## src/rtl/osd_pkg.sv

```systemverilog
// rtl/osd_pkg.sv - op codes, command bytes, state encoding and word builders for the OSD transmitter
package osd_pkg;

  typedef enum logic [1:0] {
    OP_DISABLE     = 2'd0,
    OP_ENABLE      = 2'd1,
    OP_ENABLE_INFO = 2'd2,
    OP_WRITE_LINE  = 2'd3
  } osd_op_e;

  typedef enum logic [2:0] {
    ST_IDLE  = 3'd0,
    ST_CMD   = 3'd1,
    ST_PARAM = 3'd2,
    ST_FETCH = 3'd3,
    ST_DATA  = 3'd4,
    ST_GAP   = 3'd5
  } osd_state_e;

  localparam logic [7:0] CMD_WRITE_LINE  = 8'h20;
  localparam logic [7:0] CMD_DISABLE     = 8'h40;
  localparam logic [7:0] CMD_ENABLE      = 8'h41;
  localparam logic [7:0] CMD_ENABLE_INFO = 8'h45;

  localparam int PARAM_WORDS = 5;

  function automatic logic [15:0] cmd_word(input osd_op_e op, input logic [4:0] line);
    case (op)
      OP_DISABLE:     cmd_word = {8'h00, CMD_DISABLE};
      OP_ENABLE:      cmd_word = {8'h00, CMD_ENABLE};
      OP_ENABLE_INFO: cmd_word = {8'h00, CMD_ENABLE_INFO};
      default:        cmd_word = {8'h00, CMD_WRITE_LINE | {3'b000, line}};
    endcase
  endfunction

  // Sizes arrive already divided by 8 (the receiver counts in 8-pixel units).
  function automatic logic [15:0] param_word(input logic [2:0] idx,
                                             input logic [11:0] x,
                                             input logic [11:0] y,
                                             input logic [5:0] w8,
                                             input logic [5:0] h8,
                                             input logic [1:0] rot);
    case (idx)
      3'd0:    param_word = {4'b0, x};
      3'd1:    param_word = {4'b0, y};
      3'd2:    param_word = {10'b0, w8};
      3'd3:    param_word = {10'b0, h8};
      default: param_word = {14'b0, rot};
    endcase
  endfunction

endpackage

```

## src/rtl/osd_strobe_gen.sv

```systemverilog
// rtl/osd_strobe_gen.sv - one word slot: strobe low 1 cycle, high STROBE_HI, low STROBE_LO
module osd_strobe_gen #(
  parameter int STROBE_HI = 2,
  parameter int STROBE_LO = 2
) (
  input  logic clk_sys,
  input  logic reset,
  input  logic start,
  output logic io_strobe,
  output logic slot_done
);

  localparam int SLOT_LAST = STROBE_HI + STROBE_LO;
  localparam int CW = $clog2(SLOT_LAST + 1);
  localparam logic [CW-1:0] HI_END = CW'(STROBE_HI);
  localparam logic [CW-1:0] LAST   = CW'(SLOT_LAST);
  localparam logic [CW-1:0] ONE    = CW'(1);

  logic          active_q, active_n;
  logic [CW-1:0] cnt_q, cnt_n;

  // cnt is the slot cycle index; the start cycle itself is index 0
  always_comb begin
    active_n = active_q;
    cnt_n    = cnt_q;
    if (active_q) begin
      if (cnt_q == LAST) begin
        active_n = 1'b0;
        cnt_n    = '0;
      end else begin
        cnt_n = cnt_q + ONE;
      end
    end else if (start) begin
      active_n = 1'b1;
      cnt_n    = ONE;
    end
  end

  assign slot_done = active_q && (cnt_q == LAST);

  always_ff @(posedge clk_sys) begin
    if (reset) begin
      active_q  <= 1'b0;
      cnt_q     <= '0;
      io_strobe <= 1'b0;
    end else begin
      active_q  <= active_n;
      cnt_q     <= cnt_n;
      io_strobe <= active_n && (cnt_n <= HI_END);
    end
  end

endmodule

```

## src/rtl/osd_cmd_tx.sv

```systemverilog
// rtl/osd_cmd_tx.sv - serialises OSD commands, parameters and line data as strobed 16-bit words
module osd_cmd_tx
  import osd_pkg::*;
#(
  parameter int STROBE_HI = 2,
  parameter int STROBE_LO = 2,
  parameter int GAP_CYC   = 4
) (
  input  logic        clk_sys,
  input  logic        reset,
  input  logic        req_valid,
  output logic        req_ready,
  input  logic [1:0]  req_op,
  input  logic [4:0]  req_line,
  input  logic [11:0] req_infox,
  input  logic [11:0] req_infoy,
  input  logic [8:0]  req_infow,
  input  logic [8:0]  req_infoh,
  input  logic [1:0]  req_rot,
  output logic [7:0]  rd_addr,
  output logic        rd_en,
  input  logic [7:0]  rd_data,
  output logic        io_osd,
  output logic        io_strobe,
  output logic [15:0] io_din,
  output logic        busy
);

  localparam int GW = $clog2(GAP_CYC + 1);
  localparam logic [GW-1:0] GAP_LAST   = GW'(GAP_CYC - 1);
  localparam logic [GW-1:0] GAP_ONE    = GW'(1);
  localparam logic [2:0]    PARAM_LAST = 3'(PARAM_WORDS - 1);

  osd_state_e  state_q, state_n;
  osd_op_e     op_q;
  logic [4:0]  line_q;
  logic [11:0] infox_q, infoy_q;
  logic [5:0]  infow_q, infoh_q;
  logic [1:0]  rot_q;
  logic [2:0]  pidx_q, pidx_n;
  logic        fetch_ph_q, fetch_ph_n;
  logic [7:0]  rd_addr_q, rd_addr_n;
  logic [15:0] din_q, din_n;
  logic [GW-1:0] gcnt_q, gcnt_n;
  logic        start_q, start_n;
  logic        slot_done;
  logic        accept;
  logic        unused_bits;

  assign unused_bits = ^{req_infow[2:0], req_infoh[2:0]};

  assign req_ready = (state_q == ST_IDLE) && !reset;
  assign accept    = req_valid && req_ready;
  assign busy      = (state_q != ST_IDLE);
  assign io_osd    = (state_q != ST_IDLE) && (state_q != ST_GAP);
  assign rd_en     = (state_q == ST_FETCH) && !fetch_ph_q;
  assign rd_addr   = rd_addr_q;
  assign io_din    = din_q;

  osd_strobe_gen #(
    .STROBE_HI (STROBE_HI),
    .STROBE_LO (STROBE_LO)
  ) u_strobe (
    .clk_sys   (clk_sys),
    .reset     (reset),
    .start     (start_q),
    .io_strobe (io_strobe),
    .slot_done (slot_done)
  );

  // start_n marks the first cycle of every word slot; din_n is loaded alongside it
  always_comb begin
    state_n    = state_q;
    pidx_n     = pidx_q;
    fetch_ph_n = fetch_ph_q;
    rd_addr_n  = rd_addr_q;
    din_n      = din_q;
    gcnt_n     = gcnt_q;
    start_n    = 1'b0;
    case (state_q)
      ST_IDLE: begin
        if (accept) begin
          state_n = ST_CMD;
          start_n = 1'b1;
          din_n   = cmd_word(osd_op_e'(req_op), req_line);
        end
      end
      ST_CMD: begin
        if (slot_done) begin
          case (op_q)
            OP_ENABLE_INFO: begin
              state_n = ST_PARAM;
              pidx_n  = 3'd0;
              start_n = 1'b1;
              din_n   = param_word(3'd0, infox_q, infoy_q, infow_q, infoh_q, rot_q);
            end
            OP_WRITE_LINE: begin
              state_n    = ST_FETCH;
              fetch_ph_n = 1'b0;
              rd_addr_n  = 8'd0;
            end
            default: begin
              state_n = ST_GAP;
              din_n   = 16'd0;
              gcnt_n  = '0;
            end
          endcase
        end
      end
      ST_PARAM: begin
        if (slot_done) begin
          if (pidx_q == PARAM_LAST) begin
            state_n = ST_GAP;
            din_n   = 16'd0;
            gcnt_n  = '0;
          end else begin
            pidx_n  = pidx_q + 3'd1;
            start_n = 1'b1;
            din_n   = param_word(pidx_q + 3'd1, infox_q, infoy_q, infow_q, infoh_q, rot_q);
          end
        end
      end
      ST_FETCH: begin
        // phase 0 issues the read, phase 1 captures the byte one cycle later
        if (!fetch_ph_q) begin
          fetch_ph_n = 1'b1;
        end else begin
          fetch_ph_n = 1'b0;
          state_n    = ST_DATA;
          start_n    = 1'b1;
          din_n      = {8'h00, rd_data};
        end
      end
      ST_DATA: begin
        if (slot_done) begin
          rd_addr_n = rd_addr_q + 8'd1;
          if (rd_addr_q == 8'hFF) begin
            state_n = ST_GAP;
            din_n   = 16'd0;
            gcnt_n  = '0;
          end else begin
            state_n = ST_FETCH;
          end
        end
      end
      ST_GAP: begin
        if (gcnt_q == GAP_LAST) begin
          state_n = ST_IDLE;
        end else begin
          gcnt_n = gcnt_q + GAP_ONE;
        end
      end
      default: begin
        state_n = ST_IDLE;
        din_n   = 16'd0;
      end
    endcase
  end

  always_ff @(posedge clk_sys) begin
    if (reset) begin
      state_q    <= ST_IDLE;
      pidx_q     <= 3'd0;
      fetch_ph_q <= 1'b0;
      rd_addr_q  <= 8'd0;
      din_q      <= 16'd0;
      gcnt_q     <= '0;
      start_q    <= 1'b0;
    end else begin
      state_q    <= state_n;
      pidx_q     <= pidx_n;
      fetch_ph_q <= fetch_ph_n;
      rd_addr_q  <= rd_addr_n;
      din_q      <= din_n;
      gcnt_q     <= gcnt_n;
      start_q    <= start_n;
    end
  end

  always_ff @(posedge clk_sys) begin
    if (accept) begin
      op_q    <= osd_op_e'(req_op);
      line_q  <= req_line;
      infox_q <= req_infox;
      infoy_q <= req_infoy;
      infow_q <= req_infow[8:3];
      infoh_q <= req_infoh[8:3];
      rot_q   <= req_rot;
    end
  end

endmodule

```

## config.mk

```make
export PLATFORM = sky130hd
export DESIGN_NAME = osd_cmd_tx
export DESIGN_NICKNAME = d
export VERILOG_FILES = /design/src/rtl/osd_pkg.sv /design/src/rtl/osd_strobe_gen.sv /design/src/rtl/osd_cmd_tx.sv
export SDC_FILE = /design/constraint.sdc
export NUM_CORES = 1
export LEC_CHECK = 0
export ABC_AREA = 1
export BUFFER_PORTS_ARGS = -buffer_cell sky130_fd_sc_hd__buf_2
export CAP_MARGIN = 20
export CORE_UTILIZATION = 54
export DETAILED_ROUTE_END_ITERATION = 6
export MAX_ROUTING_LAYER = met4
export PLACE_DENSITY = 0.91
export SLEW_MARGIN = 30
export SYNTH_ARGS = -nofsm -noshare
export SYNTH_HDL_FRONTEND = slang
export SYNTH_HIERARCHICAL = 1
export SYNTH_SLANG_ARGS = --single-unit
export TNS_END_PERCENT = 100
```

## constraint.sdc

```tcl
create_clock -name clk_sys -period 5.5 [get_ports clk_sys]
set_clock_uncertainty 0.1 [all_clocks]
set_input_delay 0.55 -clock clk_sys [delete_from_list [all_inputs] [get_ports clk_sys]]
set_output_delay 0.55 -clock clk_sys [all_outputs]
set_load 0.02 [all_outputs]
```

==> Word-level counts from Yosys, hierarchy flattened <==
Cells that the tools add are included.
{ "op_classes": {"n_addsub": 4, "multipliers": 0, "n_div": 0, "n_lt_le_gt_ge": 1, "n_eq_ne": 31, "shifts": 0, "muxes": 55, "n_bitwise": 1, "reduce_logical": 23} }
{ "ops": {"columns": ["cell", "n"], "rows": [
  ["$mux W16", 6],
  ["$pmux W16 S6", 1],
  ["$mux W3", 22],
  ["$pmux W12 S4", 1],
  ["$pmux W16 S2", 1],
  ["$ne A2 B2 Y1 const B", 14],
  ["$mux W8", 3],
  ["$pmux W7 S3", 1],
  ["$pmux W3 S6", 1],
  ["$pmux W8 S2", 1],
  ["$reduce_and A8 Y1", 2],
  ["$eq A3 B2 Y1 const B", 5],
  ["$eq A3 B3 Y1 const B", 4],
  ["$mux W1", 12],
  ["$mux W12", 1],
  ["$pmux W3 S2", 2],
  ["$pmux W3 S4", 1],
  ["$add A3 B1 Y3 const B", 3],
  ["$add A8 B1 Y8 const B", 1],
  ["$eq A8 B8 Y1 const B", 1],
  ["$reduce_and A7 Y1", 1],
  ["$eq A2 B2 Y1 const B", 3],
  ["$eq A3 B1 Y1 const B", 2],
  ["$logic_and A1 B1 Y1", 6],
  ["other kinds (16)", 20]
]} }
{ "word_totals": {"register_bits": 80, "latchBits": 0, "mem_bits_rw": 0, "rom_bits": 0, "out_inout_bits": 29, "wordCells": 131, "n_memories": 0} }

==> Depth between registers and ports, before layout <==
{ "depth": {"ltp_word": 6, "depth_mapped": 13} }

==> Cells and area by module <==
Netlist, hierarchy kept.
{ "by_module_without_submodules": {"columns": ["mod", "n_inst", "cells_each", "area_per_inst_um2"], "rows": [
  ["osd_cmd_tx", 1, 414, 3603.5],
  ["osd_strobe_gen", 1, 34, 250.2]
]} }

==> Least setup slack after synthesis <==
Ideal clock, no wire load.
{ "synth_timing": {"path_kind": "reg-to-reg", "startpoint": "register state_q[1]", "endpoint": "register infoh_q[0], enable pin", "setup_ns": 0.499, "arrival_time_ns": 3.804, "t_required_ns": 4.901, "path_slack_ns": 1.097, "stages_incl_launch_ff": 4, "n_path_buf": 0, "period_less_slack_ns": 4.403, "cell_sequence": "dfxtp_1 nor2_2 nand2_1 nor3b_1"} }
{ "synth_via": {"elab_chain_cells": 3} }
{ "synth_rtl": {"columns": ["element", "line_no", "source"], "rows": [
  ["start, declared", "osd_cmd_tx.sv:34", "osd_state_e state_q, state_n;"],
  ["start signal, assigned", "osd_cmd_tx.sv:170", "state_q <= state_n;"],
  ["$logic_not A3 Y1", "osd_cmd_tx.sv:52", "assign req_ready = (state_q == ST_IDLE) && !reset;"],
  ["$logic_and A1 B1 Y1", "osd_cmd_tx.sv:52", null],
  ["$logic_and A1 B1 Y1", "osd_cmd_tx.sv:53", "assign accept = req_valid && req_ready;"],
  ["net accept", "osd_cmd_tx.sv:47", "logic accept;"],
  ["end signal, assigned", "osd_cmd_tx.sv:187", "infoh_q <= req_infoh[8:3];"],
  ["end, declared", "osd_cmd_tx.sv:38", "logic [5:0] infow_q, infoh_q;"]
]} }
The timed path passes the listed nets, and every way through them passes these cells.
A chain may end at the register's enable or synchronous reset.

==> Worst setup path in the final report <==
{ "layout_timing": {"startpoint": "register state_q[2]", "endpoint": "output port io_osd"} }
{ "layout_via": {"elab_chain_cells": 2, "elab_cells_between_ends": 3, "cone_classes": "1 x eq/ne; 2 x reduce/logical"} }
{ "layout_rtl": {"columns": ["element", "line_no", "source"], "rows": [
  ["$ne A3 B3 Y1 or $reduce_bool A3 Y1 (tied branches)", "osd_cmd_tx.sv:55", "assign io_osd = (state_q != ST_IDLE) && (state_q != ST_GAP);"],
  ["$logic_and A1 B1 Y1 (*)", "osd_cmd_tx.sv:55", null],
  ["end, declared", "osd_cmd_tx.sv:23", "output logic io_osd,"]
]} }
Every way passes the cells marked *; elsewhere a longest branch is shown, timed or not.

==> metrics.md <==
| Metric | Value |
|---|---|
| Finished Cell Area | `4500 um2` |
| CP Class | `flip-flop to primary output` |
| Worst-path clk slew | `roughly 90 ps` |
| Number of synthesized register bits | `between 70 and 80` |
| Violation count after the first detailed-route iteration | `just over 200` |
| Largest net degree at the start of global routing | `42` |
| Clk root buf | `clkbuf_8` |
| Layout cell share with drive strength beyond 1 | `0.278` |
| Crit Path Max Fanout | `8` |
| Antenna cells | `0` |
| PwrDens | `about 380 nW/um2` |
| Worst path max stage delay | `roughly 510 ps` |
| Worst-skew pair later-pin latency | `360 ps` |
| Core Box Area | `just under 7000 um2` |
| Num ports | `between 90 and 100` |
| Vias in the first global route | `between 3000 and 4000` |
| Relative max-transition margin | `0.586` |
| Run status | `complete, no violations` |
| Setup TNS | `0 ps` |
| PnR worst setup slack | `just over 3000 ps` |
| Core Util, Final | `0.659` |
| Post-synth top cells | `nand2_1, nand3_1, inv_1` |
| DRC | `0` |
| Max-cap violations | `0` |
| Router iterations before antenna repair | `5` |
| Slowest CP cell | `dfxtp_1` |
| Die Area | `around 7500 um2` |
| RSZ-0062 raised after global routing | `no` |
| Die X | `just under 90 um` |
| Pins Over Slew Limit | `0` |
| Endpoints failing setup | `0` |
| GRT overflow | `0` |
| Top cell type by total area after synthesis | `edfxtp_1` |
| Async S/R FF share, synth | `0` |
| First-pass GRT wire length | `13700 um` |
| Final ANT Viol Nets | `0` |
| Num rows | `30` |
| # hold bufs at CTS | `0` |
| CTS buffer count | `9` |
| Initial antenna violation count | `0` |
| Fin. Hold Viols | `0` |
| Post-Syn Area | `3850 um2` |
| Startpoint Class | `flip-flop` |
| Global Route Usage Sum | `0.246` |
| CTS tree | `built` |
| Place WS | `approximately 2800 ps` |
| Slew @ Worst Pin | `between 600 and 700 ps` |
| Clock sinks | `76` |
| Via count | `between 3000 and 4000` |
| Area Growth Syn to Fin | `16.9%` |
| Final nets | `around 610` |
| YS warnings | `6` |
| Count leader, synth | `nand2_1` |
| Mapped Cells | `roughly 450` |
| Post-CTS Setup Bufs | `0` |
| Die Ht | `roughly 86 um` |
| Top FF cell, synth | `edfxtp_1` |
| H-tree depth | `3` |
| Leak | `slightly above 2 nW` |
| Register area share after synthesis | `0.499` |
| Number of synthesized flops with an enable pin | `40` |
| Critical Path End Type | `primary output` |
| Number of fill cells | `574` |
| Multi-input gate area | `1690 um2` |
| Area share of the largest cell type after synthesis | `0.312` |
| HPWL Detailed | `slightly above 6000 um` |
| Vias per cell | `5.28` |
| Port Buf Inserts | `80` |
| Crit share post-route | `0.447` |
| Cell variety after synth | `35` |
| Final Wtd Congestion | `~0.92` |
| Pwr Total | `~1.7 mW` |
| Req. time, crit path | `just under 5000 ps` |
| CTS Buffer Depth | `2` |
| Post-CTS resize count | `0` |
| Peak supply drop | `~280 uV` |
| Post-DP Area | `~4300 um2` |
| Fin crit period | `between 2000 and 2500 ps` |
| Initial Util | `0.564` |
| Finished Layout Cells | `roughly 630` |
| Highest clock rate | `roughly 0.41 GHz` |
| Min-Delay Path Class | `input pin to flip-flop` |
| Synth top area cells | `edfxtp_1, dfxtp_1, nand2_1, nand3_1, inv_1` |
| Crit-path cells | `inv_2, nand2_1, inv_1, nor2_1, buf_2` |
| Placed Instances | `616` |
| WL per Instance | `about 13 um` |
| Crit path DAT | `around 1800 ps` |
| Register area | `between 1500 and 2000 um2` |
| Hold Slack | `255 ps` |
| Worst Path Buf+Inv | `3` |
| CP delay by family, top | `buffers and inverters` |
| Avg Cell Area, Syn | `8.60 um2` |
| DRT Wirelength | `between 8000 and 9000 um` |
[cell usage in the layout, fill, tap and decap left out, types with 4 or more instances in the layout]
| cell | n |
|---|---|
| a211oi_1 | 5 |
| nor2_2 | 8 |
| nor2_1 | 30 |
| buf_2 | 80 |
| inv_1 | 47 |
| nor2_4 | 4 |
| a21oi_2 | 10 |
| nand2_1 | 101 |
| nand2_4 | 4 |
| ha_1 | 12 |
| dfxtp_1 | 36 |
| edfxtp_1 | 40 |
| nand3_1 | 48 |
| clkbuf_8 | 9 |
| o21ai_0 | 29 |
| nand2_2 | 16 |
| conb_1 | 4 |
| a21oi_1 | 18 |
[state kept, by name, indices dropped and copies added (netlist names), 3 cells and up]
signal and count:
infoy_q 12, u_strobe/cnt_q 3, state_q 3, infoh_q 6, gcnt_q 3, rd_addr 8, pidx_q 3, io_din 12
infox_q 12, infow_q 6
[final cells by class]
cell class / count / area share
multi-input combinational: 313 / 0.374
tap: 96 / 0.0267
timing repair buffer: 81 / 0.0906
clock inverter: 7 / 0.0128
sequential: 76 / 0.427
clock buffer: 9 / 0.0275
inverter: 50 / 0.0417
[worst reg2reg max path: cells and delay by family, from the launching register on]
| family | cells | cell delay (ps) |
|---|---|---|
| DFF | 1 | 350 |
| AOI/OAI and AO/OA | 4 | 1020 |
| and+or+nand+nor | 4 | 610 |
| adders and majority gates | 1 | 210 |
| buffers and inverters | 1 | 50 |
[cell families after synthesis]
logic type                 share of synthesized area
and+or+nand+nor                                0.271
xor gates and xnor gates                     0.00909
buffers and inverters                         0.0688
adders and majority gates                     0.0390
AOI/OAI and AO/OA                              0.113
DFF                                            0.499
other                                       0.000973
[final timing paths]
| kind | start | to | slack (ps) | cells after the start |
|---|---|---|---|---|
| hold reg to reg | fetch_ph_q$_SDFFE_PP0P_ | fetch_ph_q$_SDFFE_PP0P_ | 380 | 2 |
| hold / removal | req_infox[5] | infox_q[5]$_DFFE_PP_ | 250 | 1 |
| setup / recovery | state_q[2]$_SDFFE_PP0P_ | io_osd | 3040 | 5 |
| setup reg to reg | pidx_q[0]$_SDFFE_PP0P_ | io_din[3]$_SDFFE_PP0P_ | 3070 | 10 |
[layer usage]
metal | track usage | share of wire | vias up
met4 | 0.102 | 0.027 | 0
met3 | 0.0600 | 0.071 | 26
li1 | - | - | 1647
met5 | - | 0 | -
met2 | 0.419 | 0.48 | 157
met1 | 0.278 | 0.42 | 1510
[power by group]
part	internal (mW)	total [mW]	switching (mW)
Clock	0.171	0.401	0.230
Sequential	0.695	0.746	0.0503
Combinational	0.179	0.588	0.408
No activity file was read; power rests on OpenSTA's default activity.
